===== src/rtl/data_memory.sv =====
// rtl/data_memory.sv - 64 x 32-bit block data memory with fixed access latency
//
// Purpose: backing store for a data cache. A request is accepted in IDLE,
// held in BUSY for LATENCY edges, and the access completes on entry to DONE.
// Address, data and request type are captured at acceptance, so the cache
// may change or drop them while the access is in flight.
//
// Ports:
//   clk        in   1   system clock, rising edge
//   reset      in   1   synchronous active-high reset
//   read       in   1   block read request, held until busywait seen low
//   write      in   1   block write request, held until busywait seen low
//   address    in   6   block address (64 blocks)
//   writedata  in   32  block to write
//   readdata   out  32  registered read result, held between reads
//   busywait   out  1   combinational stall to the cache
module data_memory #(
  parameter int LATENCY = 5
) (
  input  logic        clk,
  input  logic        reset,
  input  logic        read,
  input  logic        write,
  input  logic [5:0]  address,
  input  logic [31:0] writedata,
  output logic [31:0] readdata,
  output logic        busywait
);

  typedef enum logic [1:0] {IDLE, BUSY, DONE} state_e;

  localparam logic [3:0] CNT_INIT = 4'(LATENCY - 1);

  state_e      state_q, state_d;
  logic [3:0]  cnt_q, cnt_d;
  logic [5:0]  addr_q, addr_d;
  logic [31:0] wdata_q, wdata_d;
  logic        is_wr_q, is_wr_d;
  logic [31:0] rdata_q, rdata_d;
  logic        mem_we;

  // Byte 4A+k of block A lives in bits [8k+7:8k] of mem_q[A].
  logic [31:0] mem_q [64];

  always_comb begin
    state_d = state_q;
    cnt_d   = cnt_q;
    addr_d  = addr_q;
    wdata_d = wdata_q;
    is_wr_d = is_wr_q;
    rdata_d = rdata_q;
    mem_we  = 1'b0;
    case (state_q)
      IDLE: begin
        if (read || write) begin
          addr_d  = address;
          wdata_d = writedata;
          // A simultaneous read and write is treated as a write only.
          is_wr_d = write;
          cnt_d   = CNT_INIT;
          state_d = BUSY;
        end
      end
      BUSY: begin
        if (cnt_q != 4'd0) begin
          cnt_d = cnt_q - 4'd1;
        end else begin
          if (is_wr_q) begin
            mem_we = 1'b1;
          end else begin
            rdata_d = mem_q[addr_q];
          end
          state_d = DONE;
        end
      end
      DONE: begin
        state_d = IDLE;
      end
      default: begin
        state_d = IDLE;
      end
    endcase
  end

  always_ff @(posedge clk) begin
    if (reset) begin
      state_q <= IDLE;
      cnt_q   <= 4'd0;
      addr_q  <= 6'd0;
      wdata_q <= 32'd0;
      is_wr_q <= 1'b0;
      rdata_q <= 32'd0;
      // Reset wins over an in-flight write: the pending commit is dropped.
      for (int i = 0; i < 64; i++) begin
        mem_q[i] <= 32'd0;
      end
    end else begin
      state_q <= state_d;
      cnt_q   <= cnt_d;
      addr_q  <= addr_d;
      wdata_q <= wdata_d;
      is_wr_q <= is_wr_d;
      rdata_q <= rdata_d;
      if (mem_we) begin
        mem_q[addr_q] <= wdata_q;
      end
    end
  end

  // Dropping busywait in DONE lets the cache see valid readdata on the same
  // edge it sees the stall release.
  assign busywait = (read | write) & (state_q != DONE);
  assign readdata = rdata_q;

endmodule


===== config.mk =====
export PLATFORM = sky130hd
export DESIGN_NAME = data_memory
export DESIGN_NICKNAME = d
export VERILOG_FILES = /design/src/rtl/data_memory.sv
export SDC_FILE = /design/constraint.sdc
export NUM_CORES = 2
export LEC_CHECK = 0
export BUFFER_PORTS_ARGS = -buffer_cell sky130_fd_sc_hd__clkbuf_2
export CORE_ASPECT_RATIO = 1.5
export CORE_UTILIZATION = 55
export CTS_BUF_LIST = sky130_fd_sc_hd__clkbuf_8
export DETAILED_ROUTE_END_ITERATION = 16
export PLACE_DENSITY = 0.67
export SLEW_MARGIN = 20
export SYNTH_ARGS = -nofsm -noshare
export SYNTH_HDL_FRONTEND = slang
export SYNTH_SLANG_ARGS = --single-unit

===== constraint.sdc =====
create_clock -name clk -period 2.9 [get_ports clk]
set_input_delay 0.145 -clock clk [delete_from_list [all_inputs] [get_ports clk]]
set_output_delay 0.145 -clock clk [all_outputs]
set_load 0.05 [all_outputs]

Word-level counts from Yosys, hierarchy flattened
Memory sizes are Yosys's and may differ from the RTL's. A register that Yosys moved wholly into a read port is not among the register bits.
Index checks and enable logic that the tools add are counted.
{"block": "word_totals", "regBits": 45, "n_memories": 1, "word_cells": 42, "in_bits": 42, "out_inout_bits": 33, "mem_bits_rw": 2048}
{"name": "mem_q", "words": 64, "word_bits": 32, "read_ports": 1, "rd_ports_with_merged_regs": 1, "write_ports": 64, "line_no": "43", "text": "logic [31:0] mem_q [64];"}
{"block": "op_classes", "reduce_logical": 9, "mux": 17, "bitwise_logic": 4, "addsub": 1, "eq_ne": 5}
{"operator": "32-bit 2-to-1 mux", "count": 1}
{"operator": "32-bit OR reduction", "count": 1}
{"operator": "1-bit 2-to-1 mux", "count": 9}
{"operator": "4-bit 2-to-1 mux", "count": 2}
{"operator": "2-bit != test, second input constant", "count": 4}
{"operator": "4-bit one-hot mux with 2 select lines", "count": 1}
{"operator": "6-bit 2-to-1 mux", "count": 1}
{"operator": "3-bit AND reduction", "count": 2}
{"operator": "2-bit 2-to-1 mux", "count": 2}
{"operator": "2-bit one-hot mux with 2 select lines", "count": 1}
{"operator": "2-bit AND reduction", "count": 2}
{"operator": "4-bit nonzero test", "count": 1}
{"operator": "4-bit by 1-bit subtractor with 4-bit output, second input constant", "count": 1}
{"operator": "2-bit by 1-bit == test with 1-bit output, second input constant", "count": 1}
{"operator": "2-bit logical NOT", "count": 1}
{"operator": "1-bit NOT", "count": 2}
{"operator": "2-bit nonzero test", "count": 1}
{"operator": "1-bit bitwise AND", "count": 1}
{"operator": "1-bit logical OR", "count": 1}
{"operator": "1-bit OR", "count": 1}

Longest topological paths before layout
{"block": "logic_depth", "depth_word": 8, "mapped_depth": 11, "depth_no_buf": 8}

Least setup slack after synthesis
Ideal clock, no wire load.
{"block": "synth_path", "kind": "reg-to-reg", "start": "register cnt_q[0]", "end": "memory mem_q[10][0] (enable)", "stages_incl_launch_ff": 10, "arrival_time_ns": 2.244, "setup_slack_ns": 0.281, "path_buffers": 1, "cell_sequence": "dfxtp_1 -> inv_1 -> ha_1 -> or3b_1 -> buf_2 -> nor3_4 -> and3_2 -> nand2_4 -> nor2_1 -> or2_2"}
{"element": "from (decl)", "line_no": "35", "text": "logic [3:0] cnt_q, cnt_d;"}
{"element": "from (signal assigned)", "line_no": "99", "text": "cnt_q <= cnt_d;"}
{"element": "to (decl)", "line_no": "43"}

==> impl_metrics.tcl <==
set metrics [dict create \
    status "finished, violations left" \
    violated_checks "negative setup slack" \
    cts_tree "done" \
    synthesis.instances 6988 \
    number_of_instances_in_the_placed_design 9340 \
    ys_seq_area_share_pct 65.6 \
    floorplan.rows 187 \
    utilization_pct 64.8 \
    final_cells 10100 \
    core-area_mm2 0.173 \
    remaining_drc_errors 0 \
    top_area_cell_type_share_of_the_netlist_area_pct 64.0 \
    dp_wirelength_mm 220 \
    final_net_count 7588 \
    drv_slew 0 \
    synth_edf_count 2048 \
    synthArstFlopShare_pct 0 \
    max-cap-violations 0 \
    leakagePower_nw 41.6 \
    clk_path_buf_depth 4 \
    power.net_switching_w 0.0194 \
    cts.sink_count 2125 \
    h-tree-depth 5 \
    count_of_routing_violations_after_the_opening_detailed_route_iteration 9348 \
    cts_root_buffer "sky130_fd_sc_hd__clkbuf_8" \
    setup_viol_count_final 3 \
    critical_r2r_launch "addr_q[2]" \
    final_hold_viol_count 0 \
    io_pins 75 \
    synthesized_area_per_cell_um2 13.7 \
    drtPass1Iterations 6 \
    timing.final.crit_period_ns 2.97 \
    die_area_mm2 0.176 \
    gp_congestion 0.962 \
    grt_pass1_vias 64500 \
    yosysTopAreaCell "sky130_fd_sc_hd__edfxtp_1" \
    rr_worst_depth 10 \
    worst_slew_margin_rel_pct 18.1 \
    place_ws_ns -0.661 \
    gr-usage-all-layers_pct 38.7 \
    grt_overflow_total 0 \
    yosys.cell_count.top_type "sky130_fd_sc_hd__edfxtp_1" \
    worstSetupEndpointType "register" \
    number_of_vias_per_cell_after_detailed_routing 6.45 \
    worst_ep_arrival_time_ns 3.94 \
    synth-seq-cells 2125 \
    routed_wirelength_mm 341 \
    route.vias.total 64800 \
    io_buffer_count 74 \
    tritoncts.num_buffers 329 \
    skew_ns 0.0810 \
    critPathCapture "readdata[14]" \
    initial_utilization_pct 55.5 \
    power.share.switching_pct 28.0 \
    post_drt_wl_per_cell_um 33.9 \
    post-route-period-util_pct 102 \
    pwr-share-clk_pct 33.7 \
    clock.fmax_mhz 337 \
    ys_warn_count 0 \
    setup.worst_path.start "addr_q[2]" \
    layout-area-overhead-vs-synth_pct 16.7 \
    crit_required_ns 3.87 \
    die_y_um 514 \
    die_width_um 343 \
    setup.reg_to_reg.worst_slack_ns -0.07 \
    cell_internal_power_w 0.0498 \
    grt_antenna_before_repair 37 \
    antenna_left 0 \
    layout_setup_ws_ns -0.0669 \
    power.density_mw_per_mm2 616 \
    postSynthNetCount 7031 \
    criticalPathCategory "reg -> reg" \
    post_synth_num_cell_types 67 \
    tightest_slew_ns 1.22 \
    worstReg2RegEnd "readdata[14]" \
    clock_latency_ns 1.08 \
    synth-main-ff-cell "sky130_fd_sc_hd__edfxtp_1" \
    share_of_cells_above_drive_strength_1_pct 20.7 \
    synth_top_cells_by_count "2048 x sky130_fd_sc_hd__edfxtp_1, 2039 x sky130_fd_sc_hd__and2_1, 451 x sky130_fd_sc_hd__mux2i_1, 379 x sky130_fd_sc_hd__clkbuf_1, 268 x sky130_fd_sc_hd__a221oi_1" \
    clkSlewWorstSetupHoldPaths_ns 0.07 \
    critical_path.max_fanout 14 \
    grt_first_pass_wirelength_mm 475 \
    timing.hold.worst.class "in -> reg" \
    critical_path.startpoint_type "register" \
    seq_power_share_pct 51.5 \
    comb_power_share_pct 14.8 \
    power.ir.vdd_worst_v 0.000572 \
    post_synth_main_area_contributors "sky130_fd_sc_hd__edfxtp_1 64%, sky130_fd_sc_hd__and2_1 13%, sky130_fd_sc_hd__mux2i_1 4.7%, sky130_fd_sc_hd__mux4_2 2.8%, sky130_fd_sc_hd__a221oi_1 2.4%" \
    syn_area_mm2 0.0961 \
    grt_max_degree 141 \
]
cells in the final DEF, fill, tap and decap left out, types with 11 or more instances in the layout:
| master | Yosys | routed |
|---|---|---|
| sky130_fd_sc_hd__or2_2 | 66 | 65 |
| sky130_fd_sc_hd__o221ai_1 | 15 | 13 |
| sky130_fd_sc_hd__mux2_2 | 39 | 39 |
| sky130_fd_sc_hd__buf_4 | 45 | 520 |
| sky130_fd_sc_hd__clkbuf_2 | 144 | 73 |
| sky130_fd_sc_hd__clkinv_1 | 0 | 70 |
| sky130_fd_sc_hd__a22oi_1 | 178 | 178 |
| sky130_fd_sc_hd__nand3_1 | 59 | 58 |
| sky130_fd_sc_hd__nor3_1 | 15 | 11 |
| sky130_fd_sc_hd__a221oi_1 | 268 | 265 |
| sky130_fd_sc_hd__dfxtp_2 | 0 | 32 |
| sky130_fd_sc_hd__nand2_1 | 137 | 137 |
| sky130_fd_sc_hd__buf_12 | 0 | 228 |
| sky130_fd_sc_hd__a31oi_1 | 25 | 21 |
| sky130_fd_sc_hd__a211oi_1 | 12 | 12 |
| sky130_fd_sc_hd__a21oi_1 | 111 | 106 |
| sky130_fd_sc_hd__and2_2 | 13 | 13 |
| sky130_fd_sc_hd__clkbuf_8 | 0 | 344 |
| sky130_fd_sc_hd__a22o_1 | 17 | 17 |
| sky130_fd_sc_hd__o31a_1 | 11 | 11 |
| sky130_fd_sc_hd__dfxtp_1 | 77 | 42 |
| sky130_fd_sc_hd__inv_1 | 4 | 105 |
| sky130_fd_sc_hd__mux2i_1 | 451 | 450 |
| sky130_fd_sc_hd__nor2_1 | 233 | 165 |
| sky130_fd_sc_hd__nor2_2 | 1 | 66 |
| sky130_fd_sc_hd__o21ai_0 | 105 | 93 |
| sky130_fd_sc_hd__and2_1 | 2039 | 2036 |
| sky130_fd_sc_hd__nand4_1 | 12 | 12 |
| sky130_fd_sc_hd__edfxtp_1 | 2048 | 2048 |
| sky130_fd_sc_hd__dlygate4sd3_1 | 0 | 125 |
| sky130_fd_sc_hd__diode_2 | 0 | 16 |
| sky130_fd_sc_hd__o22ai_1 | 73 | 73 |
| sky130_fd_sc_hd__clkinv_2 | 0 | 30 |
| sky130_fd_sc_hd__mux4_2 | 119 | 119 |
per-stage QoR:
step	power (W)	hold WS [ns]	TNS, ns	cell area [um^2]
floorplan	0.0402	0.226	0	96100
global placement	0.0456	0.365	-5.01	105000
detailed placement	0.0458	0.366	-4.81	105000
CTS	0.0688	0.268	0	112000
global route	0.0705	0.322	-0.00285	112000
finish	0.0691	0.353	-0.168	112000
power groups by stage:
stage / Clock [W] / Combinational [W] / Sequential [W]
global placement: 0 / 0.00950 / 0.0361
finish: 0.0233 / 0.0102 / 0.0356
CTS: 0.0234 / 0.00987 / 0.0355
global route: 0.0246 / 0.0104 / 0.0356
detailed placement: 0 / 0.00957 / 0.0362
floorplan: 0 / 0.00443 / 0.0358
flip-flops by register name, summed over array words and instances, names as in the netlist:
name,cells
wdata_q,32
is_wr_q,1
state_q,2
mem_q,2048
readdata,32
cnt_q,4
addr_q,6
worst min-delay path by stage:
stage,from,end,slack [ns],cells past startpoint
after floorplan,reset,state_q[1],0.23,1
after global placement,writedata[5],wdata_q[5],0.37,3
after detailed placement,writedata[5],wdata_q[5],0.37,3
after CTS,reset,cnt_q[1],0.27,4
after global routing,reset,cnt_q[1],0.32,4
final,reset,cnt_q[1],0.35,4
layout make-up:
type / count / area (um^2)
clock inverter: 215 / 1070
sequential: 2125 / 63100
clock buffer: 344 / 4730
antenna: 16 / 40.0
inverter: 7 / 32.5
timing repair buffer: 951 / 10200
multi-input combinational: 4131 / 30100
tap: 2268 / 2840
fill: 12700 / 61000
logic make-up after synthesis:
| logic type | count (synthesis) | synth area share [%] |
|---|---|---|
| AO/OA/AOI/OAI | 887 | 6.75 |
| multiplexers | 609 | 7.95 |
| buffers and inverters | 732 | 3.46 |
| adder cells (fa/ha/maj) | 1 | 0.0130 |
| flip-flops | 2125 | 65.6 |
| XOR/XNOR | 2 | 0.0182 |
| AND/OR/NAND/NOR | 2632 | 16.2 |
timing repair:
| action | CTS | global route |
|---|---|---|
| pin swaps | 1 | 1 |
| endpoints found under the hold margin | 75 | 0 |
| setup buffers | 9 | 8 |
| setup endpoints to repair | 18 | 656 |
| gates resized for setup | 27 | 23 |
| gates cloned | 0 | 0 |
| hold buffers | 125 | 0 |
layer usage:
metal  routed length (um)  vias up  global-route usage [%]
met5                   88        -                       0
met4                28600       14                    28.4
met3                39700     1135                    9.79
met2               159000     4391                    60.3
met1               114000    32600                    46.6
li1                     -    26700                       -
worst max-delay path, stage by stage, from the launching register on:
cell	delay [ns]
sky130_fd_sc_hd__dfxtp_4	0.36
sky130_fd_sc_hd__buf_4	0.19
sky130_fd_sc_hd__buf_4	0.19
sky130_fd_sc_hd__nor2b_4	0.18
sky130_fd_sc_hd__buf_12	0.17
sky130_fd_sc_hd__a221oi_1	0.39
sky130_fd_sc_hd__nor2_1	0.11
sky130_fd_sc_hd__o21ai_2	0.41
sky130_fd_sc_hd__nand4_1	0.34
sky130_fd_sc_hd__buf_4	0.26
sky130_fd_sc_hd__o31a_1	0.25
Power figures use the tool's default switching activity.
